## config.mk

```make
export PLATFORM = sky130hd
export DESIGN_NAME = uart_rx_fifo_flat
export DESIGN_NICKNAME = d
export VERILOG_FILES = /design/src/rtl/uart_rx_fifo_pkg.sv /design/src/rtl/uart_rx_fifo_if.sv /design/src/rtl/uart_rx_fifo_fifo_regfile.sv /design/src/rtl/uart_rx_fifo.sv /design/src/flat_wrapper.sv
export SDC_FILE = /design/constraint.sdc
export NUM_CORES = 1
export LEC_CHECK = 0
export CAP_MARGIN = 20
export CORE_MARGIN = 1
export CORE_UTILIZATION = 45
export CTS_CLUSTER_DIAMETER = 150
export DETAILED_ROUTE_END_ITERATION = 10
export SLEW_MARGIN = 5
export SYNTH_ARGS = -nofsm -noshare
export SYNTH_HDL_FRONTEND = slang
export SYNTH_SLANG_ARGS = --single-unit
```

## constraint.sdc

```tcl
create_clock -name clk -period 7.7 [get_ports clk]
set_clock_uncertainty 0.2 [all_clocks]
set_input_delay 1.54 -clock clk [delete_from_list [all_inputs] [get_ports clk]]
set_output_delay 1.54 -clock clk [all_outputs]
set_load 0.005 [all_outputs]
```

## src/rtl/uart_rx_fifo_pkg.sv

```systemverilog
// Shared sizing constants for the UART receive FIFO slice.
//   DATA_W : width of one stored word (one UART byte)
//   ADDR_W : storage address width; depth = 2**ADDR_W
//   CNT_W  : width of the occupancy count, 0..2**ADDR_W
package uart_rx_fifo_pkg;

    localparam int unsigned DATA_W = 8;
    localparam int unsigned ADDR_W = 4;
    localparam int unsigned DEPTH  = 1 << ADDR_W;
    localparam int unsigned CNT_W  = ADDR_W + 1;

endpackage : uart_rx_fifo_pkg

```

## src/rtl/uart_rx_fifo_if.sv

```systemverilog
// Push/pop/status bundle between the UART receiver side, the consumer and the FIFO.
//   master : drives push, wdata, pop, clr_err; observes head data and status
//   slave  : the FIFO itself
interface uart_rx_fifo_if;
    import uart_rx_fifo_pkg::*;

    logic              push;
    logic [DATA_W-1:0] wdata;
    logic              pop;
    logic              clr_err;
    logic [DATA_W-1:0] rdata;
    logic              empty;
    logic              full;
    logic [CNT_W-1:0]  count;
    logic              ovf;
    logic              udf;

    modport master (
        output push, wdata, pop, clr_err,
        input  rdata, empty, full, count, ovf, udf
    );

    modport slave (
        input  push, wdata, pop, clr_err,
        output rdata, empty, full, count, ovf, udf
    );

endinterface : uart_rx_fifo_if

```

## src/rtl/uart_rx_fifo_fifo_regfile.sv

```systemverilog
// Storage array for the UART receive FIFO.
//   clk   : clock
//   we    : write enable, stores wdata at waddr on the rising edge
//   waddr : write address
//   wdata : write data
//   raddr : read address (asynchronous read)
//   rdata : word at raddr
// Contents are deliberately not reset; the pointer logic decides what is valid.
module fifo_regfile
    import uart_rx_fifo_pkg::*;
(
    input  logic              clk,
    input  logic              we,
    input  logic [ADDR_W-1:0] waddr,
    input  logic [DATA_W-1:0] wdata,
    input  logic [ADDR_W-1:0] raddr,
    output logic [DATA_W-1:0] rdata
);

    logic [DATA_W-1:0] mem [DEPTH];

    // Synchronous write port
    always_ff @(posedge clk) begin
        if (we) begin
            mem[waddr] <= wdata;
        end
    end

    // Asynchronous read port
    assign rdata = mem[raddr];

endmodule : fifo_regfile

```

## src/rtl/uart_rx_fifo.sv

```systemverilog
// First-word-fall-through byte FIFO directly behind the UART receiver.
//   clk : system clock
//   rst : synchronous active-high reset; discards all stored entries
//   bus : slave side of uart_rx_fifo_if
//         push/wdata  - receiver done pulse and received byte
//         pop         - consumer acknowledge of the head byte
//         clr_err     - clears the sticky ovf/udf flags
//         rdata       - head byte (0 while empty)
//         empty/full/count - occupancy status
//         ovf/udf     - sticky overflow / underflow flags
// Status outputs depend only on registers; push/pop never reach an output combinationally.
module uart_rx_fifo
    import uart_rx_fifo_pkg::*;
(
    input  logic           clk,
    input  logic           rst,
    uart_rx_fifo_if.slave  bus
);

    localparam int unsigned PTR_W = ADDR_W + 1;

    logic [PTR_W-1:0]  wr_ptr;
    logic [PTR_W-1:0]  rd_ptr;
    logic              ovf_q;
    logic              udf_q;

    logic              empty_c;
    logic              full_c;
    logic              wr_acc_c;
    logic              rd_acc_c;
    logic              ovf_set_c;
    logic              udf_set_c;
    logic [DATA_W-1:0] head_c;

    // Occupancy from the extra pointer MSB: equal pointers = empty, MSB-only difference = full
    assign empty_c = (wr_ptr == rd_ptr);
    assign full_c  = (wr_ptr[PTR_W-1] != rd_ptr[PTR_W-1]) &&
                     (wr_ptr[ADDR_W-1:0] == rd_ptr[ADDR_W-1:0]);

    // A pop frees the head slot in the same edge, so a full FIFO still accepts push+pop
    assign wr_acc_c  = bus.push & (~full_c | bus.pop);
    assign rd_acc_c  = bus.pop & ~empty_c;
    assign ovf_set_c = bus.push & full_c & ~bus.pop;
    assign udf_set_c = bus.pop & empty_c;

    fifo_regfile u_regfile (
        .clk   (clk),
        .we    (wr_acc_c),
        .waddr (wr_ptr[ADDR_W-1:0]),
        .wdata (bus.wdata),
        .raddr (rd_ptr[ADDR_W-1:0]),
        .rdata (head_c)
    );

    // Pointer and sticky-flag registers; a new error event wins over clr_err
    always_ff @(posedge clk) begin
        if (rst) begin
            wr_ptr <= '0;
            rd_ptr <= '0;
            ovf_q  <= 1'b0;
            udf_q  <= 1'b0;
        end else begin
            if (wr_acc_c) begin
                wr_ptr <= wr_ptr + PTR_W'(1);
            end
            if (rd_acc_c) begin
                rd_ptr <= rd_ptr + PTR_W'(1);
            end
            ovf_q <= ovf_set_c | (ovf_q & ~bus.clr_err);
            udf_q <= udf_set_c | (udf_q & ~bus.clr_err);
        end
    end

    assign bus.rdata = empty_c ? '0 : head_c;
    assign bus.empty = empty_c;
    assign bus.full  = full_c;
    assign bus.count = CNT_W'(wr_ptr - rd_ptr);
    assign bus.ovf   = ovf_q;
    assign bus.udf   = udf_q;

endmodule : uart_rx_fifo

```

## src/flat_wrapper.sv

```systemverilog
// flat-port wrapper written by rule: the top's interface ports become plain ports
module uart_rx_fifo_flat import uart_rx_fifo_pkg::*;
  (clk, rst, bus_push, bus_wdata, bus_pop, bus_clr_err, bus_rdata, bus_empty, bus_full, bus_count, bus_ovf, bus_udf);
  uart_rx_fifo_if bus_i ();
  input  logic clk;
  input  logic rst;
  input wire logic [$bits(bus_i.push)-1:0] bus_push;
  input wire logic [$bits(bus_i.wdata)-1:0] bus_wdata;
  input wire logic [$bits(bus_i.pop)-1:0] bus_pop;
  input wire logic [$bits(bus_i.clr_err)-1:0] bus_clr_err;
  output wire logic [$bits(bus_i.rdata)-1:0] bus_rdata;
  output wire logic [$bits(bus_i.empty)-1:0] bus_empty;
  output wire logic [$bits(bus_i.full)-1:0] bus_full;
  output wire logic [$bits(bus_i.count)-1:0] bus_count;
  output wire logic [$bits(bus_i.ovf)-1:0] bus_ovf;
  output wire logic [$bits(bus_i.udf)-1:0] bus_udf;
  assign bus_i.push = bus_push;
  assign bus_i.wdata = bus_wdata;
  assign bus_i.pop = bus_pop;
  assign bus_i.clr_err = bus_clr_err;
  assign bus_rdata = bus_i.rdata;
  assign bus_empty = bus_i.empty;
  assign bus_full = bus_i.full;
  assign bus_count = bus_i.count;
  assign bus_ovf = bus_i.ovf;
  assign bus_udf = bus_i.udf;
  uart_rx_fifo u_core (.clk(clk), .rst(rst), .bus(bus_i));
endmodule
```

==> results.toml, run 1 <==
[outcome]
status = "complete, no violations"

[sta]
rsz0062_at_grt = "false"
worst_pin_slew_ns = 1.077
fin_hold_ws_ns = 0.3491
min_period_ns = 4.770
post-route-period-util_pct = 61.95
max_freq_mhz = 209.6
drv_slew = 0
slew-limit-headroom_pct = 27.96
finalSetupViolCount = 0
finalHoldViolations = 0
final.setup.worst_slack_ns = 2.930
tns_ns = 0

[route]
drt-initial-drc-count = 172
drc = 0
first_pass_iters = 4
top_layer_used = "met4"
wl_met2_um = 5382
wl_per_cell_um = 19.67
routed_wl_um = 10600
avgViaCountPerCell = 5.288
via_count = 2850
drtAntennaViolNets = 0
met3_length_um = 391
wl_met1_um = 4677

[setup_path]
slowest_delay_ns = 0.96
worstPathCellList = "mux4_1 > nor2b_1 > a211oi_1 > a211oi_1 > clkdlybuf4s50_1"
worst_setup_path_start_kind = "flop"
critPathMostFrequentCell = "a211oi_1"
critPathCaptureType = "output port"
crit_type = "flop to output port"
critPathArrivalTime_ns = 3.03
cp.buffers_inverters = 1
cp_top_family = "flip-flops"
required_ns = 5.96
worstPathMaxFanout = 32
cp_slowest_cell = "dfxtp_2"

[global_route]
grt_max_degree = 33
antenna_found_initial = 0
track_usage_pct = 17.55
grt_pass1_wl_um = 16100
grt-ovfl-total = 0
grt_pass1_vias = 2943

[placement]
gp_congestion = 0.7390
dp.cells = 507
port_buffers = 29
dp_slack_ns = 3.309
hpwlAfterDp_um = 6762

[clock_network]
root_buffer = "clkbuf_16"
cts_buffer_depth = 2
clock-sinks = 144
path_clk_slew_ns = 0.06
cts_tree = "built"
hold_buffers = 0
htreeDepth = 4
post_cts_buffers = 0
cts_made_buffers = 17
cts_resized = 0
insertion_delay_ns = 0.42

[floorplan]
fp.dieW_um = 116.6
rows = 41
ioPinCount = 30
die_area_mm2 = 0.01359
floorplan.initialDensity_pct = 46.45
core_mm2 = 0.01272
die_h_um = 116.6

[finish]
final_cells = 539
antennaDiodeCount = 0
utilization_pct = 54.61
areaGrowthSynthToFinish_pct = 17.57
final_nets = 377
drive_gt1_share_pct = 19.07

[synth]
ys_seq_elements = 144
synth_top_family_by_area = "multiplexers"
synthMuxAreaShare_pct = 14.27
async_reset_ff_share_pct = 0
netlist.area_leader.share_pct = 65.04
synthCells = 318
synth_cell_types = 39
synth.largest_area_cell = "edfxtp_1"
synth_nets = 341
synthSimpleGateAreaFrac_pct = 4.467
netlist_top_cells_count = "128 x edfxtp_1, 26 x mux4_2, 26 x nor2_1"
avgSynthCellArea_um2 = 18.58
synth_compound_area_share_pct = 4.150
syn_area_mm2 = 0.005909
synth_ff_type = "edfxtp_1"
yosysMostFrequentCell = "edfxtp_1"
synth-xor-area-share_pct = 1.884
synth_edf_count = 128
synthTopCellsByArea = "edfxtp_1 65%, mux4_2 9.9%, dfxtp_1 5.4%, mux4_1 2.7%, a211oi_1 2.0%"
yosysWarnings = 0
yosysSeqAreaShare_pct = 70.46
synthAdderAreaFrac_pct = 2.244

[power_and_ir_drop]
clockPowerShare_pct = 41.8
power.switching_uw = 441.6
p_comb_share_pct = 11.9
p_leak_uw = 0.002205
switching_share_pct = 22.62
power.density_mw_per_mm2 = 281.0
intPower_uw = 1511
ir_worst_vdd_v = 0.0001447
seqPwrFrac_pct = 46.2

[hold_path]
hp-class = "flop to flop"

[job]
drv_cap = 0
## per-layer routing
layer	vias up	global-route usage, %
li1	1341	-
met1	1448	21.31
met2	48	29.27
met3	13	5.345
met4	0	7.342
met5	-	0
## metrics by stage
step           total power, uW  cell area (um2)
5_1_grt                   2024             6948
3_5_place_dp              1158             6332
3_3_place_gp              1157             6332
4_1_cts                   1974             6948
2_1_floorplan             1058             5909
6_report                  1953             6948
## flip-flops by register name, indices dropped and copies added (netlist names), named ones only
signal and flops:
u_core.bus.ovf 1, u_core.bus.udf 1, u_core.rd_ptr 5, u_core.u_regfile.mem 128, u_core.wr_ptr 5
## placed cells by master (no fill, tap or decap), drive strengths merged, types with 2 or more instances in the layout
master,Yosys,layout
edfxtp,128,128
mux4,32,32
clkdlybuf4s50,1,29
nor2,27,27
clkbuf,3,24
a211oi,16,16
dfxtp,16,16
inv,7,11
mux2i,10,10
nor2b,10,10
ha,9,9
a21oi,7,7
xor2,6,6
nor3,5,5
buf,13,5
xnor2,5,5
nand2,4,4
o21ai,4,4
clkinv,0,4
a21o,2,2
nand2b,2,2
or3,2,2
o311ai,2,2
## final timing paths
check | slack (ns) | to | start | cells after the start
max reg2reg | 4.64 | u_core.u_regfile.mem[12][5] | u_core.wr_ptr[2] | 5
max | 2.93 | bus_rdata[0] | flop | 5
min | 0.35 | flop | u_core.rd_ptr[3] | 2
min reg2reg | 0.35 | flop | u_core.rd_ptr[3] | 2
## worst reg2reg max path, delay by kind of cell, from the launching register on
family                     cells  cell delay, ns
adders and majority gates      1            0.36
DFF                            1            0.55
and+or+nand+nor                3            1.27
AOI/OAI and AO/OA              1            0.30
## cell families after synthesis
| family | Yosys count |
|---|---|
| AOI/OAI and AO/OA | 33 |
| xor gates and xnor gates | 11 |
| and+or+nand+nor | 54 |
| adders and majority gates | 10 |
| buffers and inverters | 24 |
| DFF | 144 |
| muxes | 42 |
## power groups by stage
stage | Clock [uW] | Combinational, uW | Sequential (uW)
final | 817 | 233 | 903
after global placement | 0 | 236 | 922
after floorplan | 0 | 171 | 887
after CTS | 831 | 238 | 905
after global routing | 860 | 255 | 909
after detailed placement | 0 | 237 | 921
## final cells by class
| class | instances | area, um2 |
|---|---|---|
| multi-input cells | 150 | 1597 |
| repair buffers | 34 | 327.8 |
| flip-flops and latches | 144 | 4167 |
| inverters | 7 | 26.28 |
| well taps | 172 | 215.2 |
| fillers | 1044 | 5774 |
| clock inverters | 8 | 58.81 |
| clock buffers | 24 | 556.8 |
No activity file was read; power rests on OpenSTA's default activity.
==> inputs of run 2 (changes only) <==
Clock period 7.7 ns to 4.2 ns, I/O delays scaled along.
==> run 2 against run 1 <==
- combinational power increased by 97%
- worst setup slack got worse by 2.6 ns
- critical path depth increased by 1
- flip-flop and latch count unchanged
- critical path type unchanged
- largest power group unchanged
- sequential share of layout area decreased by 0.52 points
- sequential power increased by 82%
- via count increased by 2.3%
- final area increased by 0.88%
- utilization increased by 0.48 points
==> results.toml, run 2 (synthesis results as in run 1) <==
[setup_path]
cp_top_family = "buffers and inverters"
required_ns = 3.16
critPathArrivalTime_ns = 2.88
critPathCaptureType = "output port"
crit_type = "flop to output port"
worst_setup_path_start_kind = "flop"
cp_slowest_cell = "dfxtp_2"
worstPathCellList = "buf_4 > buf_4 > mux4_2 > a211oi_1 > a211oi_1 > clkdlybuf4s50_1"
cp.buffers_inverters = 3
worstPathMaxFanout = 15
slowest_delay_ns = 0.64

[route]
avgViaCountPerCell = 5.311
via_count = 2916
drc = 0
drt-initial-drc-count = 218
drtAntennaViolNets = 0
routed_wl_um = 10850
first_pass_iters = 4
wl_per_cell_um = 19.77

[global_route]
grt_pass1_wl_um = 17090
grt_max_degree = 23
grt_pass1_vias = 3097
grt-ovfl-total = 0
antenna_found_initial = 0
track_usage_pct = 18.38

[clock_network]
insertion_delay_ns = 0.42
cts_buffer_depth = 2
root_buffer = "clkbuf_16"
hold_buffers = 0
clock-sinks = 144
cts_tree = "built"
post_cts_buffers = 0
cts_made_buffers = 17
htreeDepth = 4
cts_resized = 0
path_clk_slew_ns = 0.06

[finish]
multi_input_area_mm2 = 0.001597
largest_register_ffs = 128
reg_top3 = "u_core.u_regfile.mem: 128 flops, u_core.rd_ptr: 5 flops, u_core.wr_ptr: 5 flops"
largest_register = "u_core.u_regfile.mem"
fillCellCount = 1050
register_area_mm2 = 0.004167
stdcell_area_mm2 = 0.007009
final_nets = 387
final_cell_mix = "128 x edfxtp_1, 29 x clkdlybuf4s50_1, 26 x mux4_2, 26 x nor2_1, 17 x clkbuf_16"
antennaDiodeCount = 0
drive_gt1_share_pct = 20.42
areaGrowthSynthToFinish_pct = 18.61
mostFrequentLayoutCell = "edfxtp_1"

[sta]
final.setup.worst_slack_ns = 0.2836
worst_pin_slew_ns = 0.8407
max_freq_mhz = 255.3
drv_slew = 0
post-route-period-util_pct = 93.25
tns_ns = 0
finalHoldViolations = 0
finalSetupViolCount = 0
min_period_ns = 3.916
rsz0062_at_grt = "false"
slew-limit-headroom_pct = 43.75

[floorplan]
core_mm2 = 0.01272
rows = 41
floorplan.initialDensity_pct = 46.45
die_area_mm2 = 0.01359
ioPinCount = 30
die_h_um = 116.6
fp.dieW_um = 116.6

[power_and_ir_drop]
ir_worst_vdd_v = 0.0002910
seqPwrFrac_pct = 45.1
power.switching_uw = 802.5
intPower_uw = 2830
p_comb_share_pct = 12.6
power.density_mw_per_mm2 = 518.2
p_leak_uw = 0.002246
clockPowerShare_pct = 42.2
switching_share_pct = 22.09

[placement]
hpwlAfterDp_um = 7109
dp_slack_ns = 0.6544
port_buffers = 29
gp_congestion = 0.7147
dpl_cell_area_mm2 = 0.006407

[job]
drv_cap = 0

[hold_path]
hp-class = "flop to flop"

[outcome]
status = "complete, no violations"
[run 2: changes by cell type in the layout (fill, tap and decap cells not counted), sizes merged]
cell / before / now
buf: 5 / 15
clkbuf: 24 / 19
bufinv: 0 / 4
clkinv: 4 / 8
inv: 11 / 7
clkinvlp: 0 / 1
[run 2: worst register-to-register path, delay by kind of cell (launching register included)]
family	cells	cell delay [ns]
and+or+nand+nor	3	1.11
AOI/OAI and AO/OA	1	0.29
adders and majority gates	1	0.35
DFF	1	0.55
[run 2: through the flow]
stage / power, uW / utilization, % / std cells / hold WS (ns)
global placement: 2132 / 50.36 / 517 / 0.3350
detailed placement: 2138 / 50.36 / 517 / 0.3510
floorplan: 1939 / - / 318 / 0.3021
CTS: 3673 / 55.09 / 549 / 0.3692
global route: 3765 / 55.09 / 549 / 0.4367
finish: 3632 / 55.09 / 549 / 0.3728
[run 2: per-layer routing]
metal / track usage [%] / wire, um / vias to the layer above / part of all wire, %
met1: 22.54 / 4660 / 1494 / 43
met4: 6.835 / 136 / 0 / 1.3
li1: - / - / 1354 / -
met2: 30.49 / 5610 / 55 / 52
met5: 0 / 0 / - / 0
met3: 6.020 / 446 / 13 / 4.1
[run 2: power groups by stage]
stage | combinational, uW | sequential [uW] | clock [uW]
floorplan | 313 | 1630 | 0
global placement | 459 | 1670 | 0
detailed placement | 465 | 1670 | 0
CTS | 469 | 1640 | 1560
global route | 499 | 1650 | 1610
finish | 459 | 1640 | 1530
[run 2: path summary, 6_finish.rpt]
kind	start	endpoint	slack (ns)	depth (start not counted)
worst max-delay path	flop	bus_rdata[6]	0.28	6
worst min-delay path	u_core.rd_ptr[3]	u_core.rd_ptr[3]	0.37	2
worst max register to register	u_core.wr_ptr[2]	u_core.u_regfile.mem[5][2]	1.33	5
worst min register to register	u_core.rd_ptr[3]	u_core.rd_ptr[3]	0.37	2
[run 2: area by class of cell]
cell class	instances	area share (%)
Sequential cell	144	59.44
Multi-Input combinational cell	150	22.78
Clock buffer	19	6.176
Timing Repair Buffer	44	5.748
Tap cell	172	3.070
Clock inverter	13	2.410
Inverter	7	0.3749
==> inputs of run 3 (changes only) <==
Settings changed: PLACE_DENSITY set to 0.67, SLEW_MARGIN 5 to 20.
==> run 3 against run 2 <==
- global-route usage down 0.11 points
- via count up 1.2%
- worst setup slack better by 0.059 ns
- critical path type unchanged
- largest cell class unchanged
- highest routed layer unchanged
==> results.toml, run 3 (synthesis results as in run 1) <==
[outcome]
status = "complete, no violations"

[finish]
largest_register_ffs = 128
antennaDiodeCount = 0
final_cell_mix = "128 x edfxtp_1, 29 x clkdlybuf4s50_1, 26 x mux4_2, 26 x nor2_1, 17 x clkbuf_16"
drive_gt1_share_pct = 18.28
register_area_mm2 = 0.004165
largest_register = "u_core.u_regfile.mem"
multi_input_area_mm2 = 0.001597
areaGrowthSynthToFinish_pct = 16.98
final_nets = 383
reg_top3 = "u_core.u_regfile.mem: 128 flops, u_core.rd_ptr: 5 flops, u_core.wr_ptr: 5 flops"
fillCellCount = 1044
stdcell_area_mm2 = 0.006913
utilization_pct = 54.34
mostFrequentLayoutCell = "edfxtp_1"

[placement]
dpl_cell_area_mm2 = 0.006376
hpwlAfterDp_um = 6862
gp_congestion = 0.7480
port_buffers = 29

[clock_network]
insertion_delay_ns = 0.42
htreeDepth = 4
root_buffer = "clkbuf_16"
cts_resized = 0
cts_tree = "built"
cts_buffer_depth = 2
path_clk_slew_ns = 0.05
clock-sinks = 144
hold_buffers = 0
post_cts_buffers = 0
cts_made_buffers = 17

[setup_path]
cp.buffers_inverters = 1
required_ns = 3.16
slowest_delay_ns = 0.69
critPathCaptureType = "output port"
worstPathMaxFanout = 17
crit_type = "flop to output port"
worst_setup_path_start_kind = "flop"
critPathArrivalTime_ns = 2.82
critPathMostFrequentCell = "a211oi_1"
cp_top_family = "flip-flops"
cp_slowest_cell = "dfxtp_2"
worstPathCellList = "mux4_2 > nor2b_1 > a211oi_1 > a211oi_1 > clkdlybuf4s50_1"

[sta]
drv_slew = 0
max_freq_mhz = 259.2
min_period_ns = 3.858
finalHoldViolations = 0
worst_pin_slew_ns = 0.9214
slew-limit-headroom_pct = 38.35
finalSetupViolCount = 0
post-route-period-util_pct = 91.85
rsz0062_at_grt = "false"
fin_hold_ws_ns = 0.3567
tns_ns = 0

[global_route]
grtUsageMet2_pct = 28.99
antenna_found_initial = 0
busiest_layer = "met2"
grt_pass1_wl_um = 17220
grt_pass1_vias = 3012
grt-ovfl-total = 0
track_usage_pct = 18.27
grt_max_degree = 18
met1_usage_pct = 24.40
grt_util_met3_pct = 5.708

[route]
drtAntennaViolNets = 0
routed_wl_um = 10830
first_pass_iters = 4
wl_per_cell_um = 19.90
via_count = 2952
drt-initial-drc-count = 245
avgViaCountPerCell = 5.426
drc = 0

[power_and_ir_drop]
intPower_uw = 2704
switching_share_pct = 22.25
seqPwrFrac_pct = 46.3
p_leak_uw = 0.002195
p_total_uw = 3478
power.switching_uw = 774.0
ir_worst_vdd_v = 0.0002981
p_comb_share_pct = 14.1
power.density_mw_per_mm2 = 503.1
clockPowerShare_pct = 39.6

[hold_path]
hp-class = "flop to flop"

[floorplan]
rows = 41
die_area_mm2 = 0.01359
ioPinCount = 30
fp.dieW_um = 116.6
die_h_um = 116.6
floorplan.initialDensity_pct = 46.45
core_mm2 = 0.01272

[job]
drv_cap = 0
[run 3: final timing paths]
check | from | end | slack (ns) | cells after the start
hold / removal | u_core.rd_ptr[3] | u_core.rd_ptr[3] | 0.36 | 2
setup reg to reg | u_core.wr_ptr[0] | u_core.u_regfile.mem[12][3] | 1.35 | 6
setup / recovery | flop | bus_rdata[1] | 0.34 | 5
hold reg to reg | u_core.rd_ptr[3] | u_core.rd_ptr[3] | 0.36 | 2
[run 3: per-stage QoR]
step           instances  worst slack (ns)
6_report             544            0.3422
5_1_grt              544            0.1723
4_1_cts              544            0.2970
3_5_place_dp         513            0.7466
3_3_place_gp         513            0.7735
2_1_floorplan        318             1.651
[run 3: worst reg2reg max path: cells and delay by family (launching register included)]
| family | cells | cell delay, ns |
|---|---|---|
| AO/OA/AOI/OAI | 1 | 0.29 |
| AND/OR/NAND/NOR | 3 | 1.13 |
| buffers and inverters | 1 | 0.12 |
| adder cells (fa/ha/maj) | 1 | 0.33 |
| flip-flops | 1 | 0.41 |
[run 3: metal layers]
layer | part of all wire, % | wire length, um | vias up
met3 | 4.5 | 484 | 16
met4 | 1.1 | 116 | 0
met1 | 45 | 4845 | 1521
li1 | - | - | 1347
met5 | 0 | 0 | -
met2 | 50 | 5381 | 68
[run 3: layout make-up]
class,count,share of cell area [%]
repair buffers,40,5.394
flip-flops and latches,144,60.25
multi-input cells,150,23.10
clock inverters,9,1.339
clock buffers,22,6.425
well taps,172,3.113
inverters,7,0.3801
[run 3: power by group through the flow]
stage                     clock [uW]  combinational, uW  sequential [uW]
after floorplan                    0                313             1630
after global placement             0                485             1640
after detailed placement           0                493             1640
after CTS                       1400                496             1610
after global routing            1470                535             1620
final                           1380                489             1610
